**config.mk**
```make
export PLATFORM = sky130hd
export DESIGN_NAME = biu_prefetch
export DESIGN_NICKNAME = d
export VERILOG_FILES = /design/src/rtl/biu_prefetch_pkg.sv /design/src/rtl/biu_queue.sv /design/src/rtl/biu_prefetch.sv
export SDC_FILE = /design/constraint.sdc
export NUM_CORES = 1
export LEC_CHECK = 0
export BUFFER_PORTS_ARGS = -buffer_cell sky130_fd_sc_hd__buf_2
export CORE_MARGIN = 5
export CORE_UTILIZATION = 56
export CTS_BUF_LIST = sky130_fd_sc_hd__clkbuf_4 sky130_fd_sc_hd__clkbuf_8 sky130_fd_sc_hd__clkbuf_16
export DETAILED_ROUTE_END_ITERATION = 16
export HOLD_SLACK_MARGIN = 0.12
export PLACE_DENSITY = 0.82
export SLEW_MARGIN = 5
export SYNTH_ARGS = -nofsm -noshare
export SYNTH_HDL_FRONTEND = slang
export SYNTH_HIERARCHICAL = 1
export SYNTH_SLANG_ARGS = --single-unit
```
**constraint.sdc**
```tcl
create_clock -name clock -period 3.35 [get_ports clock]
set_input_delay 0.67 -clock clock [delete_from_list [all_inputs] [get_ports clock]]
set_output_delay 0.67 -clock clock [all_outputs]
set_load 0.02 [all_outputs]
```
**src/rtl/biu_prefetch_pkg.sv**
```systemverilog
// ============================================================================
// biu_prefetch_pkg : state encodings, reset vector and physical address helper
// Rev 1.0
// ============================================================================
`default_nettype none

package biu_prefetch_pkg;

   localparam logic [1:0] ST_FETCH = 2'd0;
   localparam logic [1:0] ST_EU    = 2'd1;
   localparam logic [1:0] ST_TURN  = 2'd2;

   localparam logic [15:0] RESET_CS = 16'hF000;
   localparam logic [15:0] RESET_IP = 16'h0000;

   function automatic logic [19:0] phys_addr(input logic [15:0] seg, input logic [15:0] off);
      return {seg, 4'h0} + {4'h0, off};
   endfunction

endpackage

`default_nettype wire

```
**src/rtl/biu_queue.sv**
```systemverilog
// ============================================================================
// biu_queue : circular byte FIFO with 0/1/2-byte push, 1-byte pop
// Rev 1.0
// ============================================================================
`default_nettype none

module biu_queue #(
   parameter int DEPTH = 4,
   parameter int CNT_W = 4
) (
   input  logic             clock,
   input  logic             resetn,
   input  logic             en,
   input  logic             clear,
   input  logic [1:0]       push_n,
   input  logic [7:0]       push_d0,
   input  logic [7:0]       push_d1,
   input  logic             pop,
   output logic [7:0]       head,
   output logic [CNT_W-1:0] count
);

   localparam int PTR_W = $clog2(DEPTH);
   localparam logic [PTR_W-1:0] LAST = PTR_W'(DEPTH - 1);

   function automatic logic [PTR_W-1:0] ptr_inc(input logic [PTR_W-1:0] p);
      return (p == LAST) ? '0 : p + PTR_W'(1);
   endfunction

   logic [7:0]       r_mem [DEPTH];
   logic [PTR_W-1:0] r_rd;
   logic [PTR_W-1:0] r_wr;
   logic [CNT_W-1:0] r_count;
   logic [PTR_W-1:0] w_wr1;
   logic [PTR_W-1:0] w_wr2;
   logic             w_pop;

   assign w_wr1 = ptr_inc(r_wr);
   assign w_wr2 = ptr_inc(w_wr1);
   assign w_pop = pop && (r_count != '0);

   always_ff @(posedge clock or negedge resetn) begin
      if (!resetn) begin
         r_rd    <= '0;
         r_wr    <= '0;
         r_count <= '0;
      end else if (en) begin
         if (clear) begin
            r_rd    <= '0;
            r_wr    <= '0;
            r_count <= '0;
         end else begin
            if (w_pop)
               r_rd <= ptr_inc(r_rd);
            if (push_n == 2'd1)
               r_wr <= w_wr1;
            else if (push_n == 2'd2)
               r_wr <= w_wr2;
            r_count <= r_count + CNT_W'(push_n) - CNT_W'(w_pop);
         end
      end
   end

   // Storage needs no reset: count gates every read of it.
   always_ff @(posedge clock) begin
      if (en && !clear) begin
         if (push_n != 2'd0)
            r_mem[r_wr] <= push_d0;
         if (push_n == 2'd2)
            r_mem[w_wr1] <= push_d1;
      end
   end

   assign head  = r_mem[r_rd];
   assign count = r_count;

endmodule

`default_nettype wire

```
**src/rtl/biu_prefetch.sv**
```systemverilog
// ============================================================================
// biu_prefetch : bus interface unit sharing one memory port between
//                instruction prefetch and EU data transfers
// Rev 1.0
// ============================================================================
`default_nettype none

module biu_prefetch
   import biu_prefetch_pkg::*;
#(
   parameter int DATA_W = 8,
   parameter int DEPTH  = 4,
   parameter int CNT_W  = 4
) (
   input  logic              clock,
   input  logic              resetn,
   input  logic              locked,
   output logic [19:0]       address,
   input  logic [DATA_W-1:0] bus,
   output logic [DATA_W-1:0] data,
   output logic              wreq,
   input  logic              flush,
   input  logic [15:0]       flush_cs,
   input  logic [15:0]       flush_ip,
   output logic [7:0]        q_data,
   output logic [15:0]       q_ip,
   output logic [CNT_W-1:0]  q_count,
   input  logic              q_pop,
   input  logic              eu_req,
   input  logic              eu_we,
   input  logic [19:0]       eu_addr,
   input  logic [7:0]        eu_wdata,
   output logic [7:0]        eu_rdata,
   output logic              eu_ack
);

   localparam int BYTES = DATA_W / 8;

   logic [1:0]  r_state;
   logic [1:0]  w_next_state;
   logic [15:0] r_cs;
   logic [15:0] r_fetch_ip;
   logic [15:0] r_q_ip;
   logic [7:0]  r_eu_rdata;

   logic        w_eu_bus;
   logic        w_room1;
   logic        w_room2;
   logic [1:0]  w_fetch_n;
   logic [1:0]  w_push_n;
   logic [7:0]  w_d0;
   logic [7:0]  w_d1;
   logic [7:0]  w_lane;

   assign w_room1 = q_count < CNT_W'(DEPTH);
   assign w_room2 = q_count < CNT_W'(DEPTH - 1);

   generate
      if (DATA_W == 16) begin : g_bus16
         // Odd offsets fetch only the high lane so the next fetch is word aligned.
         assign w_fetch_n = r_fetch_ip[0] ? (w_room1 ? 2'd1 : 2'd0)
                                          : (w_room2 ? 2'd2 : 2'd0);
         assign w_d0      = r_fetch_ip[0] ? bus[DATA_W-1 -: 8] : bus[7:0];
         assign w_d1      = bus[DATA_W-1 -: 8];
         assign w_lane    = eu_addr[0] ? bus[DATA_W-1 -: 8] : bus[7:0];
      end else begin : g_bus8
         assign w_fetch_n = w_room1 ? 2'd1 : 2'd0;
         assign w_d0      = bus[7:0];
         assign w_d1      = bus[7:0];
         assign w_lane    = bus[7:0];
      end
   endgenerate

   // State register
   always_ff @(posedge clock or negedge resetn) begin
      if (!resetn)
         r_state <= ST_FETCH;
      else if (locked)
         r_state <= w_next_state;
   end

   // Next-state logic
   always_comb begin
      w_next_state = ST_FETCH;
      case (r_state)
         ST_FETCH: w_next_state = eu_req ? ST_EU : ST_FETCH;
         ST_EU:    w_next_state = ST_TURN;
         ST_TURN:  w_next_state = ST_FETCH;
         default:  w_next_state = ST_FETCH;
      endcase
   end

   // Output logic
   always_comb begin
      w_eu_bus = (r_state == ST_EU) || ((r_state == ST_FETCH) && eu_req);
      address  = w_eu_bus ? eu_addr : phys_addr(r_cs, r_fetch_ip);
      wreq     = 1'b0;
      data     = '0;
      eu_ack   = (r_state == ST_TURN);
      w_push_n = w_eu_bus ? 2'd0 : w_fetch_n;
      if ((r_state == ST_EU) && eu_we) begin
         wreq = 1'b1;
         data = {BYTES{eu_wdata}};
      end
   end

   // Flush wins over fetch advance and pop; the queue drops the push itself.
   always_ff @(posedge clock or negedge resetn) begin
      if (!resetn) begin
         r_cs       <= RESET_CS;
         r_fetch_ip <= RESET_IP;
         r_q_ip     <= RESET_IP;
         r_eu_rdata <= 8'h00;
      end else if (locked) begin
         if (flush) begin
            r_cs       <= flush_cs;
            r_fetch_ip <= flush_ip;
            r_q_ip     <= flush_ip;
         end else begin
            r_fetch_ip <= r_fetch_ip + 16'(w_push_n);
            if (q_pop && (q_count != '0))
               r_q_ip <= r_q_ip + 16'd1;
         end
         if ((r_state == ST_EU) && !eu_we)
            r_eu_rdata <= w_lane;
      end
   end

   biu_queue #(
      .DEPTH (DEPTH),
      .CNT_W (CNT_W)
   ) u_queue (
      .clock   (clock),
      .resetn  (resetn),
      .en      (locked),
      .clear   (flush),
      .push_n  (w_push_n),
      .push_d0 (w_d0),
      .push_d1 (w_d1),
      .pop     (q_pop),
      .head    (q_data),
      .count   (q_count)
   );

   assign q_ip     = r_q_ip;
   assign eu_rdata = r_eu_rdata;

endmodule

`default_nettype wire
```
==> impl_metrics.tcl, run 1 <==
set metrics [dict create \
    wirelength_um 16900 \
    ff2ff_setup_slack_ns 0.53 \
    cts.sinks 98 \
    end_kind "output pin" \
    status "finished, final reports clean" \
    dpl.hpwl_um 12400 \
    clk_pin_slew_ns 0.07 \
    cts_max_path_buffers 2 \
    worstSetupPathType "reg -> out" \
    startpoint "r_fetch_ip[4]$_DFFE_PN0P_" \
    worstRegToRegCells 10 \
    drc 0 \
    fin_hold_ws_ns 0.461 \
    grt_pass1_vias 5502 \
    hold_violations 0 \
    ctsHoldBuffers 0 \
    cp_max_fo 4 \
    overflow 0 \
    slew_violations 0 \
    max_cap_violations 0 \
    place_inst 914 \
    r2r_start "u_queue/count[2]$_DFFE_PN0P_" \
    tritoncts "yes" \
    ys_types 80 \
    synth-main-ff-cell "dfrtp_1" \
    crit_end "address[12]" \
    start_util 0.573 \
    drt-initial-drc-count 572 \
    route.met2.wl_um 8320 \
    gp_routability_congestion 0.934 \
    antenna_found_initial 0 \
    hold_path.class "in -> async" \
    final_common_cell "buf_2" \
    io_buffers 140 \
    synthToLayoutAreaGrowth_pct 18.2 \
    fin_setup_tns_ns 0 \
    layout-drive-gt1-share 0.323 \
    vias_per_cell 6.05 \
    p_per_area_nw_per_um2 637 \
    die_h_um 118 \
    wl_per_cell_um 18.1 \
    drt-met1-wl_um 7030 \
    cts_max_level 3 \
    insertion_delay_ns 0.34 \
    worst_ep_required_time_ns 2.68 \
    wl_met3_um 1130 \
    synth_area_um2 6540 \
    grt_usage 0.236 \
    finalSetupViolCount 0 \
    antenna_cells 0 \
    critPathArrivalTime_ns 2.58 \
    critPathLaunchType "register" \
    ant_nets 0 \
    postLayoutCoreUtil 0.677 \
    p_leak_nw 3.52 \
    ir_worst_vdd_v 0.000400 \
    coreArea_um2 11400 \
    yosys_warnings 6 \
    yosysSeqAreaShare 0.400 \
    ioPinCount 141 \
    final_nets 889 \
    grt_max_degree 38 \
    ys_async_sr_fraction 0.673 \
    drtPass1Iterations 5 \
    final_cell_mix "buf_2 (137), nand2_1 (95), dfrtp_1 (62), a21oi_1 (40), nor2_1 (35)" \
    clockRootBuffer "clkbuf_16" \
    timing.slew.headroom 0.386 \
    dr.max_layer_used "met4" \
    syn_area_per_cell_um2 10.1 \
    dr_total_vias 5649 \
    ys_ff_latch 98 \
    dieArea_um2 13900 \
    r2r-end "u_queue/count[3]$_DFFE_PN0P_" \
    num_rows 39 \
    rsz0062_at_grt "false" \
    tightestPinTransition_ns 0.921 \
    synthCells 650 \
    die_w_um 118 \
    skew_ns 0.00514 \
    post-route-period-util 0.971 \
    cts_buffers 9 \
    synth_edf_count 32 \
    stdcell_count 933 \
    fin_crit_ns 3.25 \
    grt_pass1_wl_um 27200 \
    fmax_mhz 307 \
]
through the flow:
stage,area (µm²),power (mW),setup slack [ns]
after floorplan,6550,3.19,0.328
after global placement,7370,3.73,0.364
after detailed placement,7370,3.83,0.302
after CTS,7710,4.91,0.0350
after global routing,7730,5.20,0.0104
final,7730,4.92,0.0975
state kept, by name (all words and copies together), names as in the netlist:
| name | cells |
|---|---|
| u_queue/r_rd | 2 |
| u_queue/r_wr | 2 |
| r_state | 2 |
| r_fetch_ip | 16 |
| q_ip | 16 |
| u_queue/r_mem | 32 |
| r_cs | 16 |
| eu_rdata | 8 |
| u_queue/count | 4 |
worst max-delay path, cell delays in order, from the launching register on:
cell	delay [ns]
dfrtp_1	0.40
ha_2	0.20
fa_2	0.35
a21o_1	0.20
a221o_1	0.35
a31o_2	0.28
xnor2_1	0.13
a21oi_1	0.15
buf_4	0.16
cells in the mapped netlist, drive strengths merged (5+ instances only):
| cell | number | share of area |
|---|---|---|
| nand2 | 101 | 0.069 |
| dfrtp | 62 | 0.24 |
| a21oi | 42 | 0.032 |
| mux2 | 41 | 0.089 |
| nor2 | 36 | 0.021 |
| edfxtp | 32 | 0.15 |
| o21ai | 30 | 0.024 |
| ha | 27 | 0.052 |
| nand3 | 26 | 0.020 |
| clkbuf | 23 | 0.013 |
| inv | 23 | 0.013 |
| xnor2 | 16 | 0.021 |
| a22o | 13 | 0.017 |
| and3 | 12 | 0.012 |
| and2 | 11 | 0.011 |
| mux2i | 11 | 0.017 |
| nand4 | 11 | 0.013 |
| nor2b | 10 | 0.0096 |
| buf | 9 | 0.0086 |
| nor3 | 9 | 0.0084 |
| o22ai | 9 | 0.0086 |
| mux4 | 8 | 0.028 |
| a211oi | 6 | 0.0077 |
| nand3b | 5 | 0.0057 |
| nor4 | 5 | 0.0096 |
where the power goes:
| part | total (mW) | switching (mW) | internal (mW) |
|---|---|---|---|
| sequential | 1.77 | 0.286 | 1.48 |
| clock | 1.06 | 0.459 | 0.601 |
| combinational | 2.10 | 1.23 | 0.870 |
repair_timing:
item                       in CTS  in global routing
gates resized for setup         2                  8
pin swaps                       2                  4
buffers inserted                3                  0
setup endpoints to repair       3                  7
layer usage:
metal  global-route usage  vias up
met5                    0        -
met2                0.402      266
met3               0.0370       41
li1                     -     2642
met4               0.0789        0
met1                0.308     2700
cells by family (layout without fill, tap and decap cells):
| kind of cell | Yosys count | after routing | share of synthesized area |
|---|---|---|---|
| mux | 60 | 60 | 0.133 |
| simple gates | 246 | 246 | 0.202 |
| flops | 98 | 98 | 0.400 |
| xor+xnor | 18 | 18 | 0.0241 |
| compound gates | 143 | 143 | 0.147 |
| other cells | 1 | 5 | 0.000574 |
| fa+ha+maj | 29 | 29 | 0.0578 |
| buf+inv | 55 | 191 | 0.0350 |
area by class of cell:
| type | count | area (µm²) |
|---|---|---|
| Clock buffer | 10 | 239 |
| Clock inverter | 6 | 65.1 |
| Fill cell | 879 | 3690 |
| Inverter | 23 | 86.3 |
| Multi-Input combinational cell | 501 | 3730 |
| Sequential cell | 98 | 2620 |
| Tap cell | 143 | 179 |
| Timing Repair Buffer | 152 | 811 |
worst min-delay path by stage:
stage                        start                         to  slack [ns]
5_1_grt        r_cs[0]$_DFFE_PN0P_        r_cs[0]$_DFFE_PN0P_        0.50
2_1_floorplan               resetn    eu_rdata[0]$_DFFE_PN0P_        0.37
3_5_place_dp   r_cs[9]$_DFFE_PN0P_        r_cs[9]$_DFFE_PN0P_        0.47
6_report                    resetn        r_cs[3]$_DFFE_PN0P_        0.46
4_1_cts                     resetn  r_fetch_ip[7]$_DFFE_PN0P_        0.48
3_3_place_gp   r_cs[6]$_DFFE_PN0P_        r_cs[6]$_DFFE_PN0P_        0.46
Note: power is estimated with default switching activity, not from simulation.
==> inputs of run 2 (changes only) <==
==> constraint.sdc (replaced) <==
create_clock -name clock -period 3.35 [get_ports clock]
set_input_delay 0.67 -clock clock [delete_from_list [all_inputs] [get_ports clock]]
set_output_delay 0.67 -clock clock [all_outputs]
set_load 0.05 [all_outputs]
==> impl_metrics.tcl, run 2 (synthesis results as in run 1) <==
set metrics [dict create \
    status "finished, final reports clean" \
    p_leak_nw 3.53 \
    io_buffers 140 \
    coreArea_um2 11400 \
    path_buf_inv 1 \
    fin_crit_ns 3.32 \
    skew_ns 0.00626 \
    power_mw 5.50 \
    drt-initial-drc-count 491 \
    place_ws_ns 0.235 \
    max_cap_violations 0 \
    timing.slew.headroom 0.386 \
    num_rows 39 \
    dr_total_vias 5629 \
    synthToLayoutAreaGrowth_pct 18.9 \
    overflow 0 \
    cts_buffers 9 \
    finalWorstSetupSlack_ns 0.0346 \
    tightestPinTransition_ns 0.921 \
    ir_worst_vdd_v 0.000429 \
    dpl.hpwl_um 12700 \
    grt_max_degree 45 \
    ioPinCount 141 \
    finalSetupViolCount 0 \
    largest_register "u_queue/r_mem" \
    fmax_mhz 302 \
    grt_usage 0.245 \
    crit_slowest_cell "dfrtp_1" \
    rsz0062_at_grt "true" \
    ctsHoldBuffers 0 \
    grt_pass1_wl_um 28000 \
    gp_routability_congestion 0.897 \
    drc 0 \
    cp_max_fo 5 \
    hold_violations 0 \
    clockRootBuffer "clkbuf_16" \
    placed_area_um2 7390 \
    critPathLaunchType "register" \
    crit_family "compound AO/OA/AOI/OAI gates" \
    cts.sinks 98 \
    drtPass1Iterations 5 \
    worstSetupPathType "reg -> out" \
    dieArea_um2 13900 \
    clk_pin_slew_ns 0.07 \
    layout-drive-gt1-share 0.327 \
    wl_per_cell_um 18.5 \
    die_w_um 118 \
    final_nets 890 \
    hold_path.class "in -> async" \
    fin_setup_tns_ns 0 \
    insertion_delay_ns 0.35 \
    end_kind "output pin" \
    post-route-period-util 0.990 \
    wirelength_um 17300 \
    final_cell_mix "buf_2 (134), nand2_1 (95), dfrtp_1 (62), a21oi_1 (38), nor2_1 (35)" \
    fin_hold_ws_ns 0.394 \
    antenna_found_initial 1 \
    tritoncts "yes" \
    cts_max_path_buffers 2 \
    slew_violations 0 \
    final_cell_area_um2 7770 \
    ant_nets 0 \
    cts_max_level 3 \
    start_util 0.573 \
    largest_reg_flops 32 \
    critPathArrivalTime_ns 2.65 \
    vias_per_cell 6.03 \
    worst_ep_required_time_ns 2.68 \
    final_common_cell "buf_2" \
    grt_pass1_vias 5609 \
    p_per_area_nw_per_um2 707 \
    fillers 879 \
    path_cells "ha_1 > a21oi_2 > o21ai_0 > o21bai_1 > mux2_1 > a211oi_2 > buf_6" \
    max_stage_delay_ns 0.43 \
    die_h_um 118 \
]
[run 2: cell types whose count changed in the layout (fill, tap and decap cells not counted), sizes merged]
cell / previous run / this run
diode: 0 / 1
buf: 152 / 153
inv: 24 / 23
[run 2: power breakdown]
| group | total, mW | leakage [nW] | switching (mW) | internal (mW) |
|---|---|---|---|---|
| logic | 2.70 | 2.31 | 1.80 | 0.895 |
| clock network | 1.04 | 0.142 | 0.445 | 0.592 |
| registers | 1.76 | 1.08 | 0.282 | 1.48 |
[run 2: area by class of cell]
class,instances,area (µm²),share of cell area
Tap cell,143,179,0.0230
Sequential cell,98,2620,0.337
Clock buffer,10,239,0.0307
Antenna cell,1,2.50,0.000322
Timing Repair Buffer,153,841,0.108
Clock inverter,5,55.1,0.00708
Inverter,23,86.3,0.0111
Multi-Input combinational cell,501,3750,0.483
[run 2: path summary, 6_finish.rpt]
check | from | to | slack, ns | depth (start not counted)
hold reg to reg | r_cs[6]$_DFFE_PN0P_ | r_cs[6]$_DFFE_PN0P_ | 0.49 | 2
hold / removal | resetn | r_fetch_ip[3]$_DFFE_PN0P_ | 0.39 | 1
max in group asynchronous | resetn | r_cs[12]$_DFFE_PN1P_ | 2.23 | 2
min in group clock | r_cs[6]$_DFFE_PN0P_ | r_cs[6]$_DFFE_PN0P_ | 0.49 | 2
setup / recovery | r_fetch_ip[8]$_DFFE_PN0P_ | address[15] | 0.03 | 7
setup reg to reg | u_queue/count[2]$_DFFE_PN0P_ | u_queue/count[3]$_DFFE_PN0P_ | 0.62 | 10
[run 2: stage by stage]
step	utilization	cells
final	0.681	934
after global routing	0.681	934
after CTS	0.676	931
after detailed placement	0.647	914
after global placement	0.647	914
after floorplan	-	654
[run 2: layer usage]
metal  vias to the layer above  global-route usage  part of all wire
met4                         0               0.101             0.027
met2                       240               0.406              0.49
met5                         -                   0                 0
met3                        33              0.0461             0.072
met1                      2707               0.316              0.41
li1                       2649                   -                 -
[run 2: timing repair]
item / CTS / global route
buffers inserted: 2 / 2
resized for setup: 8 / 12
setup endpoints to repair: 4 / 9
hold endpoints to repair: 0 / 0
pin swaps: 2 / 7
cloned: 0 / 0
